`src/rtl/prefetch_queue.sv`:
```
// Instruction prefetch queue: runs ahead of the fetch stage, buffering
// {address, word} pairs and abandoning the stream when the fetch PC diverges.
module prefetch_queue #(
  parameter int DEPTH      = 4,
  parameter int ADDR_WIDTH = 16,
  parameter int DATA_WIDTH = 32
) (
  input  logic                      i_clk,
  input  logic                      i_reset_n,
  input  logic [ADDR_WIDTH-1:0]     i_pc,
  input  logic                      i_consume,
  output logic [DATA_WIDTH-1:0]     o_instruction,
  output logic                      o_valid,
  output logic                      o_mem_req,
  output logic [ADDR_WIDTH-1:0]     o_mem_address,
  input  logic                      i_mem_ack,
  input  logic [DATA_WIDTH-1:0]     i_mem_data,
  output logic [$clog2(DEPTH):0]    o_debug_count
);

  localparam int PTR_W = $clog2(DEPTH);
  localparam int CNT_W = PTR_W + 1;
  localparam logic [CNT_W-1:0] DEPTH_CNT = CNT_W'(DEPTH);
  localparam logic [ADDR_WIDTH-1:0] WORD_STEP = ADDR_WIDTH'(4);

  typedef enum logic [1:0] {
    ST_IDLE    = 2'd0,
    ST_REQ     = 2'd1,
    ST_DISCARD = 2'd2
  } state_e;

  state_e                state_q, state_d;
  logic [CNT_W-1:0]      count_q, count_d;
  logic [PTR_W-1:0]      head_q, head_d;
  logic [PTR_W-1:0]      tail_q, tail_d;
  logic [ADDR_WIDTH-1:0] fetch_pc_q, fetch_pc_d;
  logic [ADDR_WIDTH-1:0] discard_addr_q, discard_addr_d;

  logic [ADDR_WIDTH-1:0] entry_addr_q [DEPTH];
  logic [DATA_WIDTH-1:0] entry_data_q [DEPTH];

  logic                  not_empty;
  logic [ADDR_WIDTH-1:0] head_addr;
  logic [DATA_WIDTH-1:0] head_data;
  logic [ADDR_WIDTH-1:0] expected_pc;
  logic                  redirect;
  logic                  head_match;
  logic                  pop;
  logic                  push;
  logic [CNT_W-1:0]      count_after_pop;
  logic [CNT_W-1:0]      count_after_push;

  // ---------------------------------------------------------------------------
  // Head view and redirect detection
  // ---------------------------------------------------------------------------
  assign not_empty   = (count_q != '0);
  assign head_addr   = entry_addr_q[head_q];
  assign head_data   = entry_data_q[head_q];
  assign expected_pc = not_empty ? head_addr : fetch_pc_q;
  assign redirect    = (i_pc != expected_pc);
  assign head_match  = not_empty && (head_addr == i_pc);

  // A matching head already implies no redirect, so a pop never races a flush.
  assign pop              = i_consume && head_match;
  assign count_after_pop  = count_q - CNT_W'(pop);
  assign count_after_push = count_after_pop + CNT_W'(1);

  // ---------------------------------------------------------------------------
  // Outputs
  // ---------------------------------------------------------------------------
  assign o_valid       = head_match;
  assign o_instruction = not_empty ? head_data : '0;
  assign o_mem_req     = (state_q != ST_IDLE);
  assign o_mem_address = (state_q == ST_DISCARD) ? discard_addr_q : fetch_pc_q;
  assign o_debug_count = count_q;

  // ---------------------------------------------------------------------------
  // Request FSM
  // ---------------------------------------------------------------------------
  // NOTE: every always_comb output gets a default first so no path leaves it unassigned (no latch).
  always_comb begin
    state_d        = state_q;
    discard_addr_d = discard_addr_q;
    push           = 1'b0;

    unique case (state_q)
      ST_IDLE: begin
        if (!redirect && (count_after_pop < DEPTH_CNT)) begin
          state_d = ST_REQ;
        end
      end

      ST_REQ: begin
        if (i_mem_ack) begin
          if (redirect) begin
            state_d = ST_IDLE;
          end else begin
            push    = 1'b1;
            state_d = (count_after_push < DEPTH_CNT) ? ST_REQ : ST_IDLE;
          end
        end else if (redirect) begin
          // The bus transaction cannot be withdrawn; finish it under the old address.
          state_d        = ST_DISCARD;
          discard_addr_d = fetch_pc_q;
        end
      end

      ST_DISCARD: begin
        if (i_mem_ack) begin
          state_d = ST_IDLE;
        end
      end

      default: begin
        state_d = ST_IDLE;
      end
    endcase
  end

  // ---------------------------------------------------------------------------
  // Queue pointers, occupancy and fetch address
  // ---------------------------------------------------------------------------
  always_comb begin
    count_d    = count_q;
    head_d     = head_q;
    tail_d     = tail_q;
    fetch_pc_d = fetch_pc_q;

    if (redirect) begin
      count_d    = '0;
      head_d     = '0;
      tail_d     = '0;
      fetch_pc_d = i_pc;
    end else begin
      if (pop) begin
        head_d = head_q + PTR_W'(1);
      end
      if (push) begin
        tail_d     = tail_q + PTR_W'(1);
        fetch_pc_d = fetch_pc_q + WORD_STEP;
      end
      count_d = count_q - CNT_W'(pop) + CNT_W'(push);
    end
  end

  // ---------------------------------------------------------------------------
  // State registers
  // ---------------------------------------------------------------------------
  // NOTE: sequential state uses non-blocking assignments so every flop samples pre-edge values.
  always_ff @(posedge i_clk or negedge i_reset_n) begin
    if (!i_reset_n) begin
      state_q        <= ST_IDLE;
      count_q        <= '0;
      head_q         <= '0;
      tail_q         <= '0;
      fetch_pc_q     <= '0;
      discard_addr_q <= '0;
    end else begin
      state_q        <= state_d;
      count_q        <= count_d;
      head_q         <= head_d;
      tail_q         <= tail_d;
      fetch_pc_q     <= fetch_pc_d;
      discard_addr_q <= discard_addr_d;
    end
  end

  // NOTE: entry storage has no reset; occupancy gates every read, so stale contents are never visible.
  always_ff @(posedge i_clk) begin
    if (push) begin
      entry_addr_q[tail_q] <= fetch_pc_q;
      entry_data_q[tail_q] <= i_mem_data;
    end
  end

endmodule

```
`config.mk`:
```
export PLATFORM = sky130hd
export DESIGN_NAME = prefetch_queue
export DESIGN_NICKNAME = d
export VERILOG_FILES = /design/src/rtl/prefetch_queue.sv
export SDC_FILE = /design/constraint.sdc
export NUM_CORES = 1
export LEC_CHECK = 0
export CAP_MARGIN = 20
export CORE_ASPECT_RATIO = 0.9
export CORE_MARGIN = 5
export CORE_UTILIZATION = 50
export CTS_BUF_LIST = sky130_fd_sc_hd__clkbuf_4 sky130_fd_sc_hd__clkbuf_8
export DETAILED_ROUTE_END_ITERATION = 8
export GPL_ROUTABILITY_DRIVEN = 0
export HOLD_SLACK_MARGIN = 0.03
export PLACE_DENSITY = 0.75
export SYNTH_ARGS = -nofsm -noshare
export SYNTH_HDL_FRONTEND = slang
export SYNTH_SLANG_ARGS = --single-unit
```
`constraint.sdc`:
```
create_clock -name i_clk -period 3.76 [get_ports i_clk]
set_input_delay 0.376 -clock i_clk [delete_from_list [all_inputs] [get_ports i_clk]]
set_output_delay 0.376 -clock i_clk [all_outputs]
set_load 0.1 [all_outputs]
```
# Word level (Yosys, flattened, before mapping)
# Memories as Yosys holds them, arrays and structs flattened.
# Index checks and enable logic that the tools add are counted.
[totals]
reg_bits = 41
ramBits = 192
input_bits = 52
output_inout_bits = 53
elab_cells = 57
mem_count = 2
[mem_list]
columns = ["name", "depth", "width", "rd", "rd_clocked_by_memory_dff", "wr", "line", "rtl"]
rows = [
  ["entry_data_q", 4, 32, 1, 0, 1, "40", "logic [DATA_WIDTH-1:0] entry_data_q [DEPTH];"],
  ["entry_addr_q", 4, 16, 1, 0, 1, "39", "logic [ADDR_WIDTH-1:0] entry_addr_q [DEPTH];"],
]
[classes]
n_addsub = 6
magnitude_cmp = 2
n_eq_ne = 7
muxes = 22
bitwise = 1
reduce_logical = 11
[ops]
columns = ["op", "n"]
rows = [
  ["$mux W16", 4],
  ["$mux W32", 1],
  ["$add A16 B3 Y16 const B", 1],
  ["$eq A16 B16 Y1", 1],
  ["$mux W2", 8],
  ["$ne A16 B16 Y1", 1],
  ["$mux W1", 7],
  ["$lt A3 B3 Y1 const B", 2],
  ["$pmux W2 S3", 1],
  ["$reduce_and A3 Y1", 2],
  ["$reduce_bool A2 Y1", 3],
  ["$add A2 B1 Y2 const B", 2],
  ["$ne A2 B2 Y1 const B", 2],
  ["$add A3 B1 Y3", 1],
  ["$add A3 B1 Y3 const B", 1],
  ["$logic_and A1 B1 Y1", 3],
  ["$mux W3", 1],
  ["$ne A3 B3 Y1 const B", 1],
  ["$reduce_bool A3 Y1", 1],
  ["$sub A3 B1 Y3", 1],
  ["$eq A2 B1 Y1 const B", 1],
  ["$eq A2 B2 Y1 const B", 1],
  ["$logic_not A2 Y1", 1],
  ["$logic_not A1 Y1", 1],
  ["$not A1 Y1", 1],
]

# Depth between registers and ports, before layout
# An unclocked memory read counts as a cell.
[logic_depth]
word_depth = 11
ltp_mapped = 15
mapped_depth_nobuf = 11

# Worst setup path before layout
# Ideal clock, no wire load.
[synth_timing]
kind = "flip-flop to flip-flop"
startpoint = "register count_q[1], in the netlist o_debug_count[1]"
endpoint = "memory entry_addr_q[3][0] (enable)"
setup_time_ps = 411
t_arrival_ps = 3795
required_ps = 3349
slack_ps = -446
path_stages_with_launch = 8
path_buffers = 1
synth_period_minus_slack_ps = 4206
path_cell_list = "dfrtp_1 nor3_1 nand4_1 a211oi_2 o2111ai_4 nor2_2 buf_4 and3_1"
[synth_between]
elab_chain_len = 8
[synth_lines]
columns = ["item", "line", "rtl"]
rows = [
  ["from (decl)", "33", "logic [CNT_W-1:0] count_q, count_d;"],
  ["from (signal assigned)", "160", "count_q <= count_d;"],
  ["$reduce_bool A3 Y1", "56", "assign not_empty = (count_q != '0);"],
  ["$mux W16", "59", "assign expected_pc = not_empty ? head_addr : fetch_pc_q;"],
  ["$ne A16 B16 Y1", "60", "assign redirect = (i_pc != expected_pc);"],
  ["$mux W1", "95", "if (redirect) begin"],
  ["$mux W1", "94", "if (i_mem_ack) begin"],
  ["$mux W1", "86", "unique case (state_q)"],
  ["$mux W1", "170", "if (push) begin"],
  ["$mux W1 (implied by the code)", "171", "entry_addr_q[tail_q] <= fetch_pc_q;"],
  ["to (decl)", "39", ""],
]
# Every way passes these cells.

# Worst setup path in the final report
[layout_timing]
startpoint = "register head_q[0]"
endpoint = "register state_q[0]"
[layout_between]
elab_chain_len = 11
word_cells_on_any_way = 19
classes_between = "2 x add/sub; 2 x order compare; 4 x eq/ne; 5 x mux; 5 x reduce/logical; 1 x memory"
[layout_lines]
columns = ["item", "line", "rtl"]
rows = [
  ["from (decl)", "34", "logic [PTR_W-1:0] head_q, head_d;"],
  ["from (signal assigned)", "154", "head_q <= '0;"],
  ["from (signal assigned)", "161", "head_q <= head_d;"],
  ["$mem_v2 Z4 W16 (*)", "-", ""],
  ["$eq A16 B16 Y1", "61", "assign head_match = not_empty && (head_addr == i_pc);"],
  ["$logic_and A1 B1 Y1", "61", ""],
  ["$logic_and A1 B1 Y1", "64", "assign pop = i_consume && head_match;"],
  ["$sub A3 B1 Y3", "65", "assign count_after_pop = count_q - CNT_W'(pop);"],
  ["$add A3 B1 Y3", "66", "assign count_after_push = count_after_pop + CNT_W'(1);"],
  ["$lt A3 B3 Y1", "99", "state_d = (count_after_push < DEPTH_CNT) ? ST_REQ : ST_IDLE;"],
  ["$mux W1", "99", ""],
  ["$mux W1", "95", ""],
  ["$mux W2", "94", ""],
  ["$pmux W2 S3", "86", ""],
  ["to (signal assigned)", "159", "state_q <= state_d;"],
  ["to (decl)", "32", "state_e state_q, state_d;"],
]
# Mark *: on every way between the ends. The rest lies on a longest branch, timed or not.
# A chain may end at the register's enable or synchronous reset.

==> key figures <==
Routing
  – ANT nets after route: 0
  – TritonRoute pass-1 iters: 4
  – WL/cell: 20.68 µm
  – Vias/cell: ~5.5
  – Iter 0 DRT Violations: slightly below 400
  – DR DRC count: 0
  – Routed wire length: between 20 and 25 mm
  – Via count: approximately 5,400

Pwr
  – Seq pwr share: 0.552
  – Gate power share: 0.048
  – Static Leak: around 4.3 nW
  – Final Power: 0.005131 W
  – Net Sw Power: roughly 0.0011 W
  – Power per Cell Area: roughly 430 mW/mm²
  – Clock power frac: 0.400
  – Sw frac: 0.2175
  – Max VDD drop: roughly 250 µV
  – Internal power: about 0.0040 W

Floorplan
  – Die Ht: between 100 and 150 µm
  – Initial Util: 0.5032
  – # IOs: 105
  – Cell Rows: approximately 50
  – Die W: between 150 and 200 µm
  – Core footprint: just under 0.02 mm²
  – Die ar.: ~0.023 mm²

Logic synthesis
  – Post-Syn Instances: approximately 560
  – Post-synth top area share: 0.5804
  – Top cells by area, synth: edfxtp_1 (58%), mux4_2 (10%), dfrtp_1 (10%)
  – Area leader, netlist: edfxtp_1
  – Seq/Total Area, Yosys: 0.6836
  – Syn. warnings: 0
  – Post-synth net total: between 600 and 700
  – Post-synth cell types: 45
  – Post-synthesis cell area: about 0.0099 mm²
  – Syn Area/Cell: 17.87 µm²
  – #FFs+latches synth: around 230

STA
  – Final setup violation count: 0
  – Max Slew Vio Count: 0
  – Min cycle time layout: ~3.5 ns
  – Setup_tns: 0 ns
  – Unrepaired setup endpoints after global routing: false
  – Max_slew headroom: 0.3325
  – Final worst-path cycle share: 0.9265
  – PnR worst setup slack: about 0.28 ns
  – Skew final: ~0.027 ns
  – Worst Tran Pin Value: about 1.0 ns
  – Final Hold Fails: 0
  – Max frequency: between 200 and 300 MHz

Final layout
  – Multi-input gate area: 0.002944 mm²
  – Fillers: ~1,400
  – Antenna cells: 0
  – Synth-to-Final Area Change: 20.55%
  – Final layout net count: between 700 and 800
  – Fraction of layout cells with a size suffix above 1: 0.3181
  – Register area: 0.006797 mm²

Clock network
  – H-tree lvl count: 2
  – Latest clock arrival within the worst-skew pair: roughly 0.53 ns
  – TritonCTS clock tree: built
  – Clock Sinks: approximately 230
  – Clk slew on worst S/H paths: about 0.060 ns
  – Clock tree buffer depth: 3
  – Cts bufs inserted: 38
  – Clock root cell: clkbuf_8

Global route
  – Antenna violations before repair: 0
  – Number of global-route vias before repair: ~5,800
  – Largest net degree at the start of global routing: between 40 and 50
  – Met1 Use GR: 0.2600
  – Most crowded layer after global routing: met2
  – GRT overflow: 0
  – GR Util met3: 0.04125
  – Tot GR Track Use: 0.1808
  – First-pass GRT wire length: about 31 mm
  – Met2 usage: 0.2793

Worst setup path
  – Crit-path cells: mux4_2 > xnor2_1 > nand4_1 > nor4_1 > and3_1 > ha_1 > ha_1 > xnor2_1 > o21ai_0 > a2111oi_0
  – Slowest-stage cell, CP: dfrtp_4
  – Crit end category: flop
  – Reg2reg setup slack: 0.28 ns
  – CP max stage delay: roughly 0.58 ns
  – Startpoint types: flop
  – Critical Path RT: 4.15 ns
  – Critical setup path kind: reg -> reg
  – Arr. time, crit path: ~3.9 ns
  – Crit Path Max Fanout: 12

Outcome
  – Result of the run: complete, no violations

Placement
  – Setup WS pre-CTS: roughly 0.21 ns
  – HPWL Detailed: 13.02 mm
  – Port bufs: between 100 and 150

Flow run
  – Max Cap Viol: 0

Worst hold path
  – Hold WC Path Type: in -> reg
[routing by layer]
layer / part of all wire / vias up
met5: 0 / -
met4: 0.017 / 0
met3: 0.088 / 31
met1: 0.44 / 2705
met2: 0.46 / 244
li1: - / 2428
[synth_stat cells (all sizes together)]
cell	count
and2	37
nor3	9
a21oi	4
clkbuf	15
ha	9
o211ai	1
edfxtp	192
nand2	21
buf	11
and4	1
a221oi	1
a2111oi	1
o21ai	7
or2	1
a211oi	1
a222oi	1
inv	16
nor4	2
nand3	5
mux2	43
nor2	12
a32oi	2
a22oi	1
o22ai	1
o21bai	1
o2111ai	1
mux2i	8
nand4	10
mux4	47
nor2b	3
and3	7
dfrtp	41
xor2	15
or3	1
o311ai	1
xnor2	27
[power by group through the flow]
stage / Combinational [W] / Clock [W] / Sequential [W]
floorplan: 0.000126 / 0 / 0.00287
global placement: 0.000242 / 0 / 0.00288
detailed placement: 0.000246 / 0 / 0.00288
CTS: 0.000248 / 0.00211 / 0.00283
global route: 0.000262 / 0.00224 / 0.00283
finish: 0.000246 / 0.00205 / 0.00283
[placed cells by master (no fill, tap or decap), types with 2 or more instances in the layout]
| master | n |
|---|---|
| edfxtp_1 | 192 |
| clkinv_1 | 7 |
| mux2i_1 | 8 |
| a32oi_1 | 2 |
| nor2b_1 | 3 |
| ha_1 | 9 |
| nand2_1 | 21 |
| clkbuf_4 | 11 |
| clkdlybuf4s50_1 | 54 |
| and3_2 | 4 |
| and3_1 | 3 |
| a21oi_1 | 4 |
| buf_4 | 64 |
| nor3_1 | 9 |
| mux4_2 | 46 |
| nor4_1 | 2 |
| xor2_1 | 15 |
| xnor2_1 | 27 |
| inv_1 | 16 |
| nand3_1 | 5 |
| mux2_2 | 33 |
| mux2_4 | 10 |
| nor2_1 | 11 |
| nand4_1 | 10 |
| buf_12 | 5 |
| clkinv_2 | 2 |
| and2_1 | 37 |
| o21ai_0 | 6 |
| dfrtp_1 | 39 |
| clkbuf_8 | 41 |
| inv_6 | 2 |
[path summary, 6_finish.rpt]
kind / from / end / depth (start not counted)
worst min register to register: discard_addr_q[11]$_DFFE_PN0P_ / discard_addr_q[11]$_DFFE_PN0P_ / 1
max in group asynchronous: i_reset_n / head_q[0]$_DFFE_PN0P_ / 2
worst min-delay path: i_mem_data[21] / entry_data_q[2][21]$_DFFE_PP_ / 1
min in group asynchronous: i_reset_n / tail_q[0]$_DFFE_PN0P_ / 2
worst max-delay path: head_q[0]$_DFFE_PN0P_ / state_q[0]$_DFFE_PN0P_ / 10
worst max register to register: head_q[0]$_DFFE_PN0P_ / state_q[0]$_DFFE_PN0P_ / 10
[area by class of cell]
class	count	share of cell area
flip-flops and latches	233	0.5675
well taps	255	0.02664
clock inverters	12	0.005224
repair buffers	126	0.09580
clock buffers	52	0.05401
inverters	16	0.005015
multi-input cells	281	0.2458
[per-stage QoR]
stage	cells	hold WS (ns)	area (µm²)	util
CTS	974	0.4411	11970	0.6061
finish	975	0.4716	11980	0.6067
global placement	909	0.4809	11250	0.5697
global route	975	0.4567	11980	0.6067
detailed placement	909	0.4907	11250	0.5697
floorplan	556	0.08041	9940	-
[critical path: cells and delay by family, from the launching register on]
kind | cells | cell delay (ns)
mux | 1 | 0.56
simple gates | 3 | 0.87
flops | 1 | 0.58
compound gates | 2 | 0.56
fa+ha+maj | 2 | 0.32
xor+xnor | 2 | 0.46
[flip-flops by register name, indices dropped and copies added (netlist names)]
signal / cells
entry_data_q: 128
entry_addr_q: 64
discard_addr_q: 16
fetch_pc_q: 16
o_debug_count: 3
head_q: 2
state_q: 2
tail_q: 2
[cell families (layout without fill, tap and decap cells)]
group,Yosys count,after routing,synth area share
flip-flops,233,233,0.6836
XOR/XNOR,42,42,0.03703
multiplexers,98,98,0.1675
buffers and inverters,42,206,0.02053
AND/OR/NAND/NOR,109,109,0.05907
AO/OA/AOI/OAI,23,23,0.02091
adder cells (fa/ha/maj),9,9,0.01134
[timing repair]
action | in CTS | in global routing
buffers inserted | 0 | 1
hold buffers | 1 | 0
gates resized for setup | 0 | 0
hold endpoints to repair | 41 | 0
setup endpoints to repair | 0 | 1
Power figures use the tool's default switching activity.
